### config.mk
export PLATFORM = sky130hd
export DESIGN_NAME = exu_wb_arbiter
export DESIGN_NICKNAME = d
export VERILOG_FILES = /design/src/rtl/exu_wb_arbiter.sv
export SDC_FILE = /design/constraint.sdc
export NUM_CORES = 1
export LEC_CHECK = 0
export BUFFER_PORTS_ARGS = -buffer_cell sky130_fd_sc_hd__buf_4
export CORE_MARGIN = 2
export CORE_UTILIZATION = 35
export CTS_CLUSTER_DIAMETER = 100
export DETAILED_ROUTE_END_ITERATION = 8
export MAX_ROUTING_LAYER = met4
export SYNTH_ARGS = -nofsm -noshare
export SYNTH_HDL_FRONTEND = slang
export SYNTH_SLANG_ARGS = --single-unit
### constraint.sdc
create_clock -name clk -period 4.85 [get_ports clk]
set_input_delay 0.7275 -clock clk [delete_from_list [all_inputs] [get_ports clk]]
set_output_delay 0.7275 -clock clk [all_outputs]
set_load 0.01 [all_outputs]
### src/rtl/exu_wb_arbiter.sv
// Execute-unit completion and writeback stage.
// Each functional unit pushes results into its own small FIFO. One non-empty
// FIFO head is granted per cycle, either by fixed priority or by round-robin.
// The granted entry drives a registered register-file write port and a
// retire pulse. A counter tracks dispatched-but-unretired instructions so
// that decode can stall.
// Ports:
//   clk, rst_n         clock, synchronous active-low reset
//   dispatch_vld       decode dispatches one instruction
//   issue_rdy          outstanding count below MAX_OUTSTANDING
//   flush              drop buffered results, clear outstanding count
//   fu_res_*           per-unit result channels (valid, dst_vld, addr, data)
//   fu_res_rdy         per-unit FIFO not full
//   wb_vld/addr/data   registered register-file write port
//   retire             one-cycle pulse per popped result
//   err_ovf, err_unf   sticky overflow / outstanding-underflow flags
module exu_wb_arbiter #(
  parameter int unsigned NUM_FU          = 4,
  parameter int unsigned XLEN            = 64,
  parameter int unsigned REG_ADDR_WIDTH  = 5,
  parameter int unsigned FIFO_DEPTH      = 2,
  parameter int unsigned MAX_OUTSTANDING = 4,
  parameter int unsigned RR_MODE         = 1
) (
  input  logic                             clk,
  input  logic                             rst_n,
  input  logic                             dispatch_vld,
  output logic                             issue_rdy,
  input  logic                             flush,
  input  logic [NUM_FU-1:0]                fu_res_vld,
  input  logic [NUM_FU-1:0]                fu_res_dst_vld,
  input  logic [NUM_FU*REG_ADDR_WIDTH-1:0] fu_res_addr,
  input  logic [NUM_FU*XLEN-1:0]           fu_res_data,
  output logic [NUM_FU-1:0]                fu_res_rdy,
  output logic                             wb_vld,
  output logic [REG_ADDR_WIDTH-1:0]        wb_addr,
  output logic [XLEN-1:0]                  wb_data,
  output logic                             retire,
  output logic                             err_ovf,
  output logic                             err_unf
);

  localparam int unsigned PTR_W  = $clog2(FIFO_DEPTH);
  localparam int unsigned CNT_W  = PTR_W + 1;
  localparam int unsigned IDX_W  = $clog2(NUM_FU);
  localparam int unsigned CAND_W = IDX_W + 1;
  localparam int unsigned OUT_W  = 4;
  localparam int unsigned ENT_W  = 1 + REG_ADDR_WIDTH + XLEN;

  logic [ENT_W-1:0]  mem    [NUM_FU][FIFO_DEPTH];
  logic [PTR_W-1:0]  wr_ptr [NUM_FU];
  logic [PTR_W-1:0]  rd_ptr [NUM_FU];
  logic [CNT_W-1:0]  cnt    [NUM_FU];
  logic [IDX_W-1:0]  rr_ptr;
  logic [OUT_W-1:0]  outstanding;

  logic [NUM_FU-1:0] not_empty;
  logic [NUM_FU-1:0] push;
  logic [NUM_FU-1:0] pop_oh;
  logic [IDX_W-1:0]  grant_idx;
  logic              grant_vld;
  logic [CAND_W-1:0] cand;
  logic              pop;
  logic              dispatch_ok;
  logic [ENT_W-1:0]  head;
  logic              head_dst_vld;
  logic [REG_ADDR_WIDTH-1:0] head_addr;
  logic [XLEN-1:0]   head_data;
  logic              head_writes;

  // FIFO status; readiness looks at occupancy only, never at a same-cycle pop
  always_comb begin
    not_empty  = '0;
    fu_res_rdy = '0;
    push       = '0;
    for (int unsigned i = 0; i < NUM_FU; i++) begin
      not_empty[i]  = (cnt[i] != '0);
      fu_res_rdy[i] = (cnt[i] < CNT_W'(FIFO_DEPTH));
      push[i]       = fu_res_vld[i] & fu_res_rdy[i] & ~flush;
    end
  end

  // Grant search: from index 0 (fixed) or from rr_ptr with wrap (round-robin)
  always_comb begin
    grant_vld = 1'b0;
    grant_idx = '0;
    cand      = '0;
    for (int unsigned k = 0; k < NUM_FU; k++) begin
      cand = (RR_MODE != 0) ? (CAND_W'(rr_ptr) + CAND_W'(k)) : CAND_W'(k);
      if (cand >= CAND_W'(NUM_FU)) cand = cand - CAND_W'(NUM_FU);
      if (!grant_vld && not_empty[cand[IDX_W-1:0]]) begin
        grant_vld = 1'b1;
        grant_idx = cand[IDX_W-1:0];
      end
    end
  end

  // A flush cancels the pop of its cycle
  always_comb begin
    pop    = grant_vld & ~flush;
    pop_oh = '0;
    for (int unsigned i = 0; i < NUM_FU; i++) begin
      pop_oh[i] = pop && (grant_idx == IDX_W'(i));
    end
  end

  assign head         = mem[grant_idx][rd_ptr[grant_idx]];
  assign head_dst_vld = head[ENT_W-1];
  assign head_addr    = head[XLEN +: REG_ADDR_WIDTH];
  assign head_data    = head[XLEN-1:0];
  // x0 is hard-wired zero, so writes to it are suppressed
  assign head_writes  = head_dst_vld && (head_addr != '0);

  assign issue_rdy   = (outstanding < OUT_W'(MAX_OUTSTANDING));
  assign dispatch_ok = dispatch_vld & issue_rdy & ~flush;

  // FIFO storage (data only, no reset needed)
  always_ff @(posedge clk) begin
    for (int unsigned i = 0; i < NUM_FU; i++) begin
      if (push[i]) begin
        mem[i][wr_ptr[i]] <= {fu_res_dst_vld[i],
                              fu_res_addr[i*REG_ADDR_WIDTH +: REG_ADDR_WIDTH],
                              fu_res_data[i*XLEN +: XLEN]};
      end
    end
  end

  // FIFO pointers and occupancy
  always_ff @(posedge clk) begin
    for (int unsigned i = 0; i < NUM_FU; i++) begin
      if (!rst_n || flush) begin
        wr_ptr[i] <= '0;
        rd_ptr[i] <= '0;
        cnt[i]    <= '0;
      end else begin
        if (push[i])   wr_ptr[i] <= wr_ptr[i] + PTR_W'(1);
        if (pop_oh[i]) rd_ptr[i] <= rd_ptr[i] + PTR_W'(1);
        case ({push[i], pop_oh[i]})
          2'b10:   cnt[i] <= cnt[i] + CNT_W'(1);
          2'b01:   cnt[i] <= cnt[i] - CNT_W'(1);
          default: cnt[i] <= cnt[i];
        endcase
      end
    end
  end

  // Writeback port, retire pulse, arbitration pointer, outstanding count, errors
  always_ff @(posedge clk) begin
    if (!rst_n) begin
      wb_vld      <= 1'b0;
      wb_addr     <= '0;
      wb_data     <= '0;
      retire      <= 1'b0;
      rr_ptr      <= '0;
      outstanding <= '0;
      err_ovf     <= 1'b0;
      err_unf     <= 1'b0;
    end else begin
      retire <= pop;
      wb_vld <= pop & head_writes;
      if (pop && head_writes) begin
        wb_addr <= head_addr;
        wb_data <= head_data;
      end
      if (pop) begin
        rr_ptr <= (grant_idx == IDX_W'(NUM_FU - 1)) ? '0 : grant_idx + IDX_W'(1);
      end
      if ((fu_res_vld & ~fu_res_rdy) != '0) err_ovf <= 1'b1;
      if (pop && (outstanding == '0))      err_unf <= 1'b1;
      if (flush) begin
        outstanding <= '0;
      end else begin
        case ({dispatch_ok, pop})
          2'b10:   outstanding <= outstanding + OUT_W'(1);
          2'b01:   if (outstanding != '0) outstanding <= outstanding - OUT_W'(1);
          default: outstanding <= outstanding;
        endcase
      end
    end
  end

endmodule

==> results by group <==
Placed design
  – Port bufs: 365
  – Placer's final routability congestion estimate: 0.836
  – Area after DPL: 30100 um^2
  – DP Worst Slack: 0.432 ns
  – Dpl hpwl: 47300 um

Layout
  – Commonest non-fill, non-tap cell in the layout: nand2_1
  – Register Area: 18900 um^2
  – Ratio of cells with drive above 1 in the final layout: 21.1%
  – NumNets Final: 2796
  – Design area: 32700 um^2
  – Layout area overhead: 24.4%
  – Most frequent cells in the layout: nand2_1 (623), edfxtp_1 (576), buf_4 (394), nand3_1 (259), a21oi_1 (143)
  – Fillcell total: 6755
  – Area of the multi-input gates: 6840 um^2

Critical path
  – CP peak stage delay: 0.72 ns
  – CP Launch Type: flop
  – Crit Path Max Fanout: 33
  – Crit path DAT: 4.99 ns
  – Cell family with most CP delay: compound AO/OA/AOI/OAI gates
  – Cell mode on critical path: buf_4
  – CP Capture Type: flop
  – Buf+Inv Stages, Crit Path: 3
  – Critical Path RT: 5.39 ns
  – Cell Chain, Critical Path: mux4_2 > o211ai_1 > o21a_4 > inv_8 > a221oi_1 > buf_4 > o22ai_1 > o32a_1 > o211ai_4 > buf_4 > mux2i_1
  – Slowest CP cell: dfxtp_1
  – CP Class: flop to flop
  – Reg2reg setup slack: 0.40 ns

STA
  – Max_slew headroom: 25.3%
  – Final hold violations: 0
  – Actual slew at the worst max-slew pin: 1.12 ns
  – RSZ-0062 raised after global routing: no
  – Setup TNS Final: 0 ns
  – Max Slew Vio Count: 0
  – Minimum clock period: 4.45 ns
  – Setup violations, final: 0
  – Peak Freq: 225 MHz
  – Final WS setup: 0.400 ns
  – Tcrit/Tclk final: 91.8%
  – Final Skew: 0.0306 ns

Routing
  – Drt total wl: 78400 um
  – Vias post-DR: 18200
  – Post-DR vias/cell: 5.15
  – Wire per inst: 22.2 um
  – DRT antenna net count: 0
  – Initial detailed-routing violation count: 1450
  – # DRC: 0
  – Router iterations before antenna repair: 5

Clock network
  – Htree depth: 3
  – Clock Latency Late Sink: 0.62 ns
  – # clock sinks: 655
  – CTS Buf Count: 74
  – Clk pin slew, worst setup/hold paths: 0.06 ns
  – Setup Fix Bufs, Post-CTS: 0
  – # resized after CTS: 0
  – Post-CTS Hold Buffers: 0
  – CTS root buffer: clkbuf_16
  – CTS tree: built
  – Clock buffer depth: 3

Power
  – Pwr per Cell Area: 629 nW/um^2
  – Leakage Power: 12.5 nW
  – VDD IR max: 0.000668 V
  – Tot Pwr: 20.6 mW

Global routing
  – Pin count of the biggest net entering global routing: 149
  – Met3 usage: 3.50%
  – Busiest metal layer after global routing: met2
  – Global route overflow: 0
  – Met1 Track Usage GR: 26.1%
  – GR Util All Layers: 20.7%
  – Initial antenna violation count: 7
  – First-pass GRT wire length: 116000 um
  – Vias in the first global route: 18300
  – Met2 Use GR: 34.1%

Hold path
  – Worst hold path class: input port to flop

Floorplan
  – Die X: 278 um
  – Starting Density: 35.3%
  – FP Rows: 100
  – Io pins: 366
  – Core Area: 74400 um^2
  – Die area: 77300 um^2
  – Die Height: 278 um

Job
  – MaxCap Viol Count: 0

Logic synthesis
  – Leading area contributor after synthesis: edfxtp_1
  – Synth area leaders: edfxtp_1 (66%), nand2_1 (8.9%), dfxtp_1 (6.0%)
  – FF+latch count, synth: 655
  – Synthesized netlist cell count: 2150
  – Net Count, Synth: 2458
  – Post-synth cell types: 56
  – Seq/Total Area, Yosys: 71.8%
  – Mapped Area: 26300 um^2
  – Yosys warns: 0
  – Share of flip-flops with an asynchronous set or reset: 0%
  – Post-synth EDFFs: 576
  – Share of the synthesized area in the top cell type: 65.8%
  – Syn avg cell area: 12.2 um^2
  – Ys flop type: edfxtp_1

Run status
  – Outcome: finished clean
-- state kept, by name, summed over array words and instances, names as in the netlist --
| register | count |
|---|---|
| retire | 1 |
| mem | 560 |
| wr_ptr | 4 |
| outstanding | 4 |
| wb_addr | 5 |
| rd_ptr | 4 |
| cnt | 8 |
| rr_ptr | 2 |
| err_unf | 1 |
| wb_data | 64 |
| err_ovf | 1 |
| wb_vld | 1 |
-- Yosys cell counts (3+ instances only) --
cell	number
mux2_2	5
nor3_1	16
xnor2_1	5
buf_6	4
ha_1	19
nand3_1	259
nand2_1	624
a31oi_1	3
or3_1	66
o22ai_1	3
edfxtp_1	576
and2_1	15
buf_2	7
buf_1	18
o211ai_1	4
dfxtp_1	79
inv_1	22
and3_1	3
mux2i_1	69
nor2_1	32
nand2b_1	3
clkbuf_1	108
a221oi_1	12
buf_4	3
o21ai_0	7
a32oi_1	7
a21oi_1	143
-- per-stage QoR --
stage               instances  util, %  hold slack (ns)
floorplan                2150        -            0.480
global placement         3381     40.5            0.447
detailed placement       3381     40.5            0.455
CTS                      3518     43.9            0.241
global route             3524     43.9            0.256
finish                   3526     43.9            0.287
-- metal layers --
layer	vias up	part of all wire (%)
li1	8382	-
met1	8955	42
met2	681	49
met3	136	6.5
met4	0	2.5
met5	-	0
-- layout make-up --
| type | count | share of cell area [%] |
|---|---|---|
| Clock buffer | 107 | 6.44 |
| Sequential cell | 655 | 57.7 |
| Tap cell | 969 | 3.71 |
| Antenna cell | 8 | 0.0612 |
| Multi-Input combinational cell | 1332 | 20.9 |
| Timing Repair Buffer | 402 | 9.53 |
| Inverter | 23 | 0.306 |
| Clock inverter | 30 | 1.33 |
-- path summary, 6_finish.rpt --
| kind | from | cells after the start | end |
|---|---|---|---|
| setup / recovery | rr_ptr[0] | 11 | wb_data[10] |
| hold / removal | fu_res_data[196] | 1 | mem[3][4] |
| setup reg to reg | rr_ptr[0] | 11 | wb_data[10] |
| hold reg to reg | wb_data[35] | 2 | wb_data[35] |
-- logic make-up after synthesis --
family	count (synthesis)	synth area share, %
flip-flops	655	71.8
AND/OR/NAND/NOR	1030	17.0
AO/OA/AOI/OAI	198	4.40
XOR/XNOR	7	0.233
buffers and inverters	163	2.52
multiplexers	76	3.01
adder cells (fa/ha/maj)	21	1.02
-- report_power, final --
group          total (mW)  switching, mW  leakage (nW)  internal [mW]
Sequential           6.77          0.191          5.95           6.58
Clock                5.75           2.32          1.23           3.43
Combinational        8.05           5.31          5.30           2.74
Total                20.6           7.82          12.5           12.8
Note: power is estimated with default switching activity, not from simulation.
